**config.mk**
```make
export PLATFORM = sky130hd
export DESIGN_NAME = dsp_elastic_pipe
export DESIGN_NICKNAME = d
export VERILOG_FILES = /design/src/rtl/dsp_elastic_pipe.sv
export SDC_FILE = /design/constraint.sdc
export NUM_CORES = 1
export LEC_CHECK = 0
export ABC_AREA = 1
export CORE_ASPECT_RATIO = 1.4
export CORE_MARGIN = 1
export CORE_UTILIZATION = 35
export DETAILED_ROUTE_END_ITERATION = 10
export GPL_TIMING_DRIVEN = 0
export HOLD_SLACK_MARGIN = 0.06
export PLACE_DENSITY_LB_ADDON = 0.25
export SYNTH_ARGS = -nofsm -noshare
export SYNTH_HDL_FRONTEND = slang
export SYNTH_SLANG_ARGS = --single-unit
```
**constraint.sdc**
```tcl
create_clock -name clk -period 1.1 [get_ports clk]
set_input_delay 0.165 -clock clk [delete_from_list [all_inputs] [get_ports clk]]
set_output_delay 0.165 -clock clk [all_outputs]
set_load 0.01 [all_outputs]
```
**src/rtl/dsp_elastic_pipe.sv**
```systemverilog
// Purpose: DEPTH-stage elastic register pipe with valid/ready, bubble collapsing, ce, flush and occupancy count.
// Latency: DEPTH cycles from accept to out_valid when unstalled; DEPTH=0 is a combinational passthrough.
// Backpressure: in_ready is a combinational chain from out_ready through any bubble; full pipe holds indefinitely.
module dsp_elastic_pipe #(
    parameter int WIDTH = 18,
    parameter int DEPTH = 2,
    localparam int CNT_W = (DEPTH < 1) ? 1 : $clog2(DEPTH + 1)
) (
    input  logic             clk,
    input  logic             rst,
    input  logic             ce,
    input  logic             flush,
    input  logic             in_valid,
    output logic             in_ready,
    input  logic [WIDTH-1:0] in_data,
    output logic             out_valid,
    input  logic             out_ready,
    output logic [WIDTH-1:0] out_data,
    output logic [CNT_W-1:0] count
);

    generate
        if (DEPTH == 0) begin : g_pass
            // No storage at all: clk and rst are deliberately left dangling.
            logic unused_clk_rst;
            assign unused_clk_rst = &{1'b0, clk, rst};

            assign out_data  = in_data;
            assign out_valid = in_valid & ce & ~flush;
            assign in_ready  = out_ready & ce & ~flush;
            assign count     = '0;
        end else begin : g_pipe
            logic             go;
            logic [DEPTH-1:0] adv;
            logic [DEPTH-1:0] vld_q;
            logic [WIDTH-1:0] data_q   [DEPTH];
            logic [DEPTH-1:0] pred_vld;
            logic [WIDTH-1:0] pred_dat [DEPTH];
            logic [CNT_W-1:0] cnt_q;
            logic             in_hs;
            logic             out_hs;

            assign go = ce & ~flush;

            // A stage advances when it is empty or everything ahead of it drains; this is
            // the flattened form of the per-stage ready chain, so no stage refers to itself.
            always_comb begin
                logic tail;
                adv  = '0;
                tail = out_ready;
                for (int i = DEPTH - 1; i >= 0; i--) begin
                    tail   = tail | ~vld_q[i];
                    adv[i] = go & tail;
                end
            end

            // Each stage's upstream source: the producer for stage 0, the previous stage otherwise.
            always_comb begin
                pred_vld[0] = in_valid;
                pred_dat[0] = in_data;
                for (int i = 1; i < DEPTH; i++) begin
                    pred_vld[i] = vld_q[i-1];
                    pred_dat[i] = data_q[i-1];
                end
            end

            assign in_ready  = adv[0];
            assign out_valid = vld_q[DEPTH-1] & go;
            assign out_data  = data_q[DEPTH-1];
            assign count     = cnt_q;
            assign in_hs     = in_valid & adv[0];
            assign out_hs    = out_valid & out_ready;

            // Stage registers: flush drops valids only; data moves only with a valid beat.
            always_ff @(posedge clk or posedge rst) begin
                if (rst) begin
                    vld_q <= '0;
                    for (int i = 0; i < DEPTH; i++) begin
                        data_q[i] <= '0;
                    end
                end else if (ce && flush) begin
                    vld_q <= '0;
                end else begin
                    for (int i = 0; i < DEPTH; i++) begin
                        if (adv[i]) begin
                            vld_q[i] <= pred_vld[i];
                            if (pred_vld[i]) begin
                                data_q[i] <= pred_dat[i];
                            end
                        end
                    end
                end
            end

            // Occupancy tracks handshakes so it always matches the number of valid stages.
            always_ff @(posedge clk or posedge rst) begin
                if (rst) begin
                    cnt_q <= '0;
                end else if (ce && flush) begin
                    cnt_q <= '0;
                end else if (in_hs && !out_hs) begin
                    cnt_q <= cnt_q + CNT_W'(1);
                end else if (out_hs && !in_hs) begin
                    cnt_q <= cnt_q - CNT_W'(1);
                end
            end
        end
    endgenerate

endmodule
```
### Word level (Yosys, flattened, before mapping)

Cells that the tools add are included.

| word-level totals | value |
|---|---|
| register bits after elaboration | 40 |
| bits of input ports | 24 |
| output and inout port bits | 22 |
| word-level logic and storage cells | 35 |

| operators by class | value |
|---|---|
| add/subtract/negate cells | 2 |
| mux-type cells | 6 |
| bitwise operators | 12 |
| reduce and logical (&&, ||, !) cells | 10 |

Operator list:

| cell | number |
|---|---|
| 2-bit two-way mux | 4 |
| 1-bit AND | 6 |
| 3-bit AND reduction | 2 |
| 1-bit inverter | 4 |
| 2-bit nonzero test | 2 |
| 1-bit logical AND | 3 |
| 3-bit nonzero test | 1 |
| 2-bit by 1-bit adder with 2-bit output, second input constant | 1 |
| 1-bit zero test | 2 |
| 1-bit two-way mux | 2 |
| 1-bit bitwise OR | 2 |
| 2-bit by 1-bit subtractor with 2-bit output, second input constant | 1 |

### Longest topological paths before layout

Gate-level depths: netlist of run 1.

| logic depth | value |
|---|---|
| depth after elaboration | 10 |
| gate-level depth with buffers | 9 |
| depth with buffers taken out | 8 |

### Worst setup path before layout of run 1

No wires, ideal clock.

| timing | value |
|---|---|
| path type | reg2reg |
| from | reg g_pipe.vld_q[1] |
| to | reg g_pipe.cnt_q[1], in the netlist count[1] |
| setup time | 117 ps |
| data arrival time | 992 ps |
| required time | 983 ps |
| slack | -9 ps |
| cell stages (with the launch flop) | 8 |
| path buffers | 1 |
| clock period less this slack | 1,109 ps |
| cells stage by stage | dfrtp_1 -> nand3_1 -> nand3_2 -> buf_2 -> o21bai_2 -> nand2_1 -> nand2_1 -> nand2_1 |

| between the ends | value |
|---|---|
| word-level cells in the longest chain between the ends | 8 |
| elaborated cells on any way between the ends | 14 |
| classes of those cells | mux: 2; bitwise: 7; reduce/logical: 5 |

Ends and longest elaborated chain:

| element | RTL line | text |
|---|---|---|
| from (decl) | 35 | `logic [DEPTH-1:0] vld_q;` |
| from (signal, indexed assignment) | 86 | `vld_q[i] <= pred_vld[i];` |
| 1-bit inverter | 52 | `tail = tail \| ~vld_q[i];` |
| 1-bit bitwise OR (2 in series) | 52 |  |
| 1-bit AND | 53 | `adv[i] = go & tail;` |
| 1-bit AND | 71 | `assign in_hs = in_valid & adv[0];` |
| 1-bit logical AND or 1-bit zero test (tied branches) | 101, 103 |  |
| 2-bit two-way mux or 1-bit logical AND (tied branches) | 101, 103 |  |
| 2-bit two-way mux or 3-bit nonzero test (tied branches) | -- |  |
| to (signal assigned) | 102 | `cnt_q <= cnt_q + CNT_W'(1);` |
| to (signal assigned) | 104 | `cnt_q <= cnt_q - CNT_W'(1);` |
| to (decl) | 39 | `logic [CNT_W-1:0] cnt_q;` |

Several ways; a longest one is shown, not always the timed one.
A chain may end at the register's enable or synchronous reset.

### Final worst setup path of run 1

| timing | value |
|---|---|
| from | reg g_pipe.vld_q[1] |
| to | out out_valid |

| between the ends | value |
|---|---|
| word-level cells in the longest chain between the ends | 1 |

Ends and longest elaborated chain:

| element | RTL line | text |
|---|---|---|
| 1-bit AND | 68 | `assign out_valid = vld_q[DEPTH-1] & go;` |
| to (decl) | 16 | `output logic out_valid,` |

No other way between the ends.

==> results.json, run 1 <==
{
  "outcome": "complete, but fails checks",
  "violations": "setup timing",
  "r2r_slack_ns": -0.14,
  "place_ws_ns": -0.601,
  "worst_slack_ns": -0.160,
  "peakVddDrop_v": 0.000697,
  "antenna_left": 0,
  "worstMarginPinSlew_ns": 0.700,
  "setup.worst_path.end": "out_valid",
  "cts_num_sinks": 40,
  "io_pins": 46,
  "worstHoldPathType": "in -> async",
  "cap_violations": 0,
  "worstSetupPathType": "reg -> out",
  "cts_buffers": 5,
  "crit_arrival_ns": 1.09,
  "htreeDepth": 2,
  "power.leakage_nw": 1.56,
  "reg2reg_to": "g_pipe.data_q[24]",
  "multi_input_area_um2": 632,
  "period_share": 1.15,
  "grt_pass1_vias": 1374,
  "p_sw_frac": 0.265,
  "pwr-share-clk": 0.254,
  "netlist_instances": 212,
  "seq_power_share": 0.404,
  "num_vias": 1519,
  "rsz0062_at_grt": "yes",
  "ys_top_cells_by_area": "dfrtp_1, nand2_1, buf_4, inv_1, buf_6",
  "die_y_um": 87.5,
  "synthToLayoutAreaGrowth_pct": 54.8,
  "reg2reg_depth": 8,
  "regArea_um2": 1000,
  "port_buffers": 45,
  "nets": 313,
  "combPwrFrac": 0.342,
  "p_int_mw": 3.61,
  "synthesis.area_um2": 1830,
  "max-clock-path-buffers": 2,
  "fin_crit_ns": 1.26,
  "groute.usage.overall": 0.152,
  "slew_headroom": 0.533,
  "tns_ns": -4.26,
  "avgSynthCellArea_um2": 8.63,
  "nFillCells": 475,
  "critPathRequiredTime_ns": 0.94,
  "fmax_mhz": 794,
  "crit_path_start": "g_pipe.vld_q[1]",
  "slew_violations": 0,
  "grt-ovfl-total": 0,
  "dieArea_um2": 5520,
  "finalSetupViolations": 41,
  "wl_per_cell_um": 11.0,
  "layout-drive-gt1-share": 0.376,
  "cellPowerDensity_nw_per_um2": 1740,
  "drtIter0Drc": 39,
  "clkTransAtPathRegs_ns": 0.08,
  "grt_max_degree": 41,
  "hold_viol_final": 0,
  "die_w_um": 63.1,
  "drc_errors": 0,
  "cp_max_fo": 4,
  "ys_seq_area_frac": 0.547,
  "initial_utilization": 0.369,
  "insertion_delay_ns": 0.29,
  "antenna_found_initial": 0,
  "dp_hpwl_mm": 2.36,
  "clockRootBuffer": "clkbuf_8",
  "crit-reg2reg-launch": "g_pipe.vld_q[1]",
  "p_sw_mw": 1.30,
  "antenna_cells": 0,
  "yosysTopAreaCell": "dfrtp_1",
  "core_um2": 4950,
  "synth_top_area_frac": 0.547,
  "totalWireLength_mm": 3.90,
  "via_per_inst": 4.29,
  "cp-start-kind": "flip-flop",
  "yosysUniqueCellTypes": 18,
  "cts_tree": "yes",
  "p_total_mw": 4.92,
  "yosys_warnings": 0,
  "endpoint_kind": "primary output",
  "row_count": 30,
  "place_congestion": 0.724,
  "fin_worst_skew_ns": 0.00371,
  "ys_seq_elements": 40,
  "dr.pass1.iters": 4,
  "grt_pass1_wl_mm": 6.24,
  "synth.net_count": 236
}
kinds of logic after synthesis:
| family | synth area share |
|---|---|
| AOI/OAI and AO/OA | 0.0109 |
| xor gates and xnor gates | 0.00479 |
| buffers and inverters | 0.142 |
| DFF | 0.547 |
| and+or+nand+nor | 0.295 |
registers in the layout, summed over array words and instances, names as in the netlist:
signal,count
count,2
g_pipe.data_q,18
g_pipe.vld_q,2
out_data,18
cells in the final DEF (no fill, tap or decap), types with 5 or more instances in the layout:
cell,n
inv_1,8
clkbuf_8,6
buf_6,25
clkdlybuf4s50_1,20
nand2_1,106
dfrtp_1,39
buf_4,33
buf_2,5
nand2_2,11
through the flow:
step                      utilization  hold WS (ns)  area [µm²]  std cells
after floorplan                     -         0.275        1830        212
after global placement          0.477         0.451        2360        321
after detailed placement        0.477         0.454        2360        321
after CTS                       0.531         0.393        2630        349
after global routing            0.571         0.348        2830        354
final                           0.571         0.291        2830        354
synthesized netlist by cell type:
library cell / n
buf_12: 1
buf_2: 2
buf_4: 18
buf_6: 3
buf_8: 1
dfrtp_1: 40
inv_1: 9
inv_2: 3
nand2_1: 118
nand2_2: 3
nand3_1: 4
nand3_2: 2
nand4_1: 2
nor2_1: 1
nor2_4: 2
o21ai_2: 1
o21bai_2: 1
xor2_1: 1
power groups by stage:
stage	sequential (mW)	combinational [mW]	clock, mW
detailed placement	2.00	1.35	0
global route	2.03	1.84	1.34
finish	1.99	1.68	1.25
CTS	1.96	1.48	1.29
floorplan	1.96	0.777	0
global placement	2.00	1.33	0
worst min path at each step:
stage / startpoint / endpoint
after detailed placement: g_pipe.data_q[31] / out_data[13]
after global placement: g_pipe.data_q[35] / out_data[17]
final: rst / out_data[6]
after CTS: rst / g_pipe.vld_q[0]
after floorplan: in_data[0] / g_pipe.data_q[18]
after global routing: rst / g_pipe.data_q[24]
worst max-delay path, cell delays in order, from the launching register on:
cell	delay (ns)
dfrtp_2	0.44
buf_4	0.14
nand3_2	0.06
inv_1	0.04
buf_2	0.13
final cells by class:
class / instances / area share
Buffer: 18 / 0.0663
Sequential cell: 40 / 0.354
Clock buffer: 6 / 0.0292
Timing Repair Buffer: 77 / 0.267
Multi-Input combinational cell: 135 / 0.223
Inverter: 12 / 0.0181
Clock inverter: 2 / 0.0137
Tap cell: 64 / 0.0283
per-layer routing:
| metal | up-vias | share of wire | wire [µm] | GRT usage |
|---|---|---|---|---|
| li1 | 772 | - | - | - |
| met1 | 706 | 0.44 | 1720 | 0.185 |
| met2 | 35 | 0.50 | 1960 | 0.253 |
| met3 | 6 | 0.034 | 131 | 0.0326 |
| met4 | 0 | 0.022 | 85 | 0.0825 |
| met5 | - | 0 | 0 | 0 |
timing repair:
action	4_1_cts	5_1_grt
gates resized for setup	102	37
hold buffers	0	0
setup buffers	21	9
endpoints found under the hold margin	0	0
gates cloned	0	2
endpoints found under the setup margin	60	61
pin swaps	5	5
Note: power is estimated with default switching activity, not from simulation.
==> run 2, diff against run 1 <==
--- a/config.mk
+++ b/config.mk
@@ -6,6 +6,7 @@
 export NUM_CORES = 1
 export LEC_CHECK = 0
 export ABC_AREA = 1
+export CAP_MARGIN = 0
 export CORE_ASPECT_RATIO = 1.4
 export CORE_MARGIN = 1
 export CORE_UTILIZATION = 35
@@ -16,3 +17,4 @@
 export SYNTH_ARGS = -nofsm -noshare
 export SYNTH_HDL_FRONTEND = slang
 export SYNTH_SLANG_ARGS = --single-unit
+export TNS_END_PERCENT = 20
==> run 2 against run 1 <==
Net effect: the flow still finishes with violations (setup timing); clock power about the same; via count decreased by 2.1%; core utilization decreased by 2.5 points; combinational power decreased by 7%; final cell count decreased by 3.4%; sequential share of layout area increased by 1.6 points; sequential power about the same; first-iteration DRC count increased by 67%; highest routed layer unchanged; critical path type unchanged; critical path depth unchanged; largest cell class unchanged; clock-buffer cell count unchanged.
==> results.json, run 2 (same netlist as run 1, synthesis figures left out) <==
{
  "fin_util": 0.546,
  "hold_ws_ns": 0.230,
  "path_depth": 4,
  "min_to": "g_pipe.vld_q[1]",
  "path_cells": "buf_4 > nand3_2 > inv_1 > buf_2",
  "antenna_found_initial": 0,
  "num_vias": 1487,
  "clockRootBuffer": "clkbuf_8",
  "groute.usage.overall": 0.149,
  "finalSetupViolations": 41,
  "layout-drive-gt1-share": 0.327,
  "place_area_um2": 2360,
  "worstMarginPinSlew_ns": 0.686,
  "p_total_mw": 4.82,
  "fin_worst_skew_ns": 0.00603,
  "io_pins": 46,
  "initial_utilization": 0.369,
  "critPathRequiredTime_ns": 0.94,
  "worstSetupPathType": "reg -> out",
  "fmax_mhz": 790,
  "cp-start-kind": "flip-flop",
  "dp_hpwl_mm": 2.36,
  "cp_slowest_stage_delay_ns": 0.44,
  "slew_violations": 0,
  "crit-reg2reg-launch": "g_pipe.vld_q[1]",
  "grt_max_degree": 41,
  "clkTransAtPathRegs_ns": 0.08,
  "worstHoldPathType": "in -> reg",
  "violations": "setup timing",
  "crit_arrival_ns": 1.10,
  "crit_path_start": "g_pipe.vld_q[1]",
  "dp_cells": 321,
  "nets": 301,
  "endpoint_kind": "primary output",
  "nFillCells": 485,
  "place_congestion": 0.724,
  "core_um2": 4950,
  "insertion_delay_ns": 0.29,
  "fin_crit_ns": 1.27,
  "cts_buffers": 5,
  "slew_headroom": 0.542,
  "die_w_um": 63.1,
  "worst_slack_ns": -0.166,
  "htreeDepth": 2,
  "drtIter0Drc": 65,
  "synthToLayoutAreaGrowth_pct": 48.0,
  "critPathTopFamily": "flip-flops",
  "cellPowerDensity_nw_per_um2": 1780,
  "cts_hold_buf": 0,
  "cts_num_sinks": 40,
  "totalWireLength_mm": 3.75,
  "cpMaxStageDelayCell": "dfrtp_2",
  "final_area_um2": 2710,
  "dr.pass1.iters": 4,
  "power.leakage_nw": 1.48,
  "rsz0062_at_grt": "yes",
  "via_per_inst": 4.35,
  "row_count": 30,
  "grt_pass1_vias": 1343,
  "final_cells": 342,
  "final_common_cell": "nand2_1",
  "period_share": 1.15,
  "grt_pass1_wl_mm": 6.07,
  "port_buffers": 45,
  "antenna_cells": 0,
  "antenna_left": 0,
  "path_buf_inv": 3,
  "holdCritStartpoint": "out_ready",
  "r2r_slack_ns": -0.15,
  "grt-ovfl-total": 0,
  "die_y_um": 87.5,
  "outcome": "complete, but fails checks",
  "final_cell_mix": "nand2_1, dfrtp_1, buf_6",
  "cts_tree": "yes",
  "reg2reg_to": "g_pipe.data_q[18]",
  "drc_errors": 0,
  "peakVddDrop_v": 0.000665,
  "max-clock-path-buffers": 2,
  "cap_violations": 0,
  "worstHoldPathCells": 4,
  "reg2reg_depth": 8,
  "dieArea_um2": 5520,
  "wl_per_cell_um": 11.0,
  "hold_viol_final": 0,
  "cp_max_fo": 4
}
run 2: cell type report:
class	instances	area, µm²	share of cell area
multi-input cells	135	607	0.224
clock inverters	2	38.8	0.0143
clock buffers	6	82.6	0.0305
repair buffers	59	586	0.216
flip-flops and latches	40	1000	0.370
well taps	64	80.1	0.0296
inverters	12	48.8	0.0180
plain buffers	24	263	0.0970
run 2: stage by stage:
step / setup WS, ns / setup TNS [ns]
after floorplan: 0.00680 / 0
after detailed placement: -0.601 / -23.28
final: -0.166 / -4.59
after global placement: -0.860 / -50.74
after global routing: -0.216 / -7.24
after CTS: -0.173 / -4.48
run 2: layer usage:
layer,track usage,up-vias,share of wire
li1,-,744,-
met1,0.174,700,0.44
met2,0.255,37,0.50
met3,0.0326,6,0.040
met4,0.0825,0,0.024
met5,0,-,0
run 2: report_power, final:
group | switching [mW] | internal, mW | leakage (nW) | total [mW]
clock | 0.523 | 0.742 | 0.0614 | 1.27
combinational | 0.566 | 0.993 | 0.910 | 1.56
sequential | 0.203 | 1.79 | 0.509 | 2.00
total | 1.29 | 3.53 | 1.48 | 4.82
run 2: worst max path at each step:
stage / slack, ns / to
floorplan: 0.007 / count[1]
global placement: -0.86 / out_data[2]
detailed placement: -0.60 / in_ready
CTS: -0.17 / g_pipe.data_q[32]
global route: -0.22 / g_pipe.data_q[22]
finish: -0.17 / out_valid
run 2: timing repair:
action	CTS	global route
gates resized for setup	87	30
setup endpoints to repair	60	60
cloned	0	1
pin swaps	5	4
setup buffers	9	4
run 2: worst min-delay path, stage by stage:
cell and delay (ns):
dlymetal6s2s_1 0.13, o21ai_2 0.09, nand3_1 0.06, nand2_1 0.05
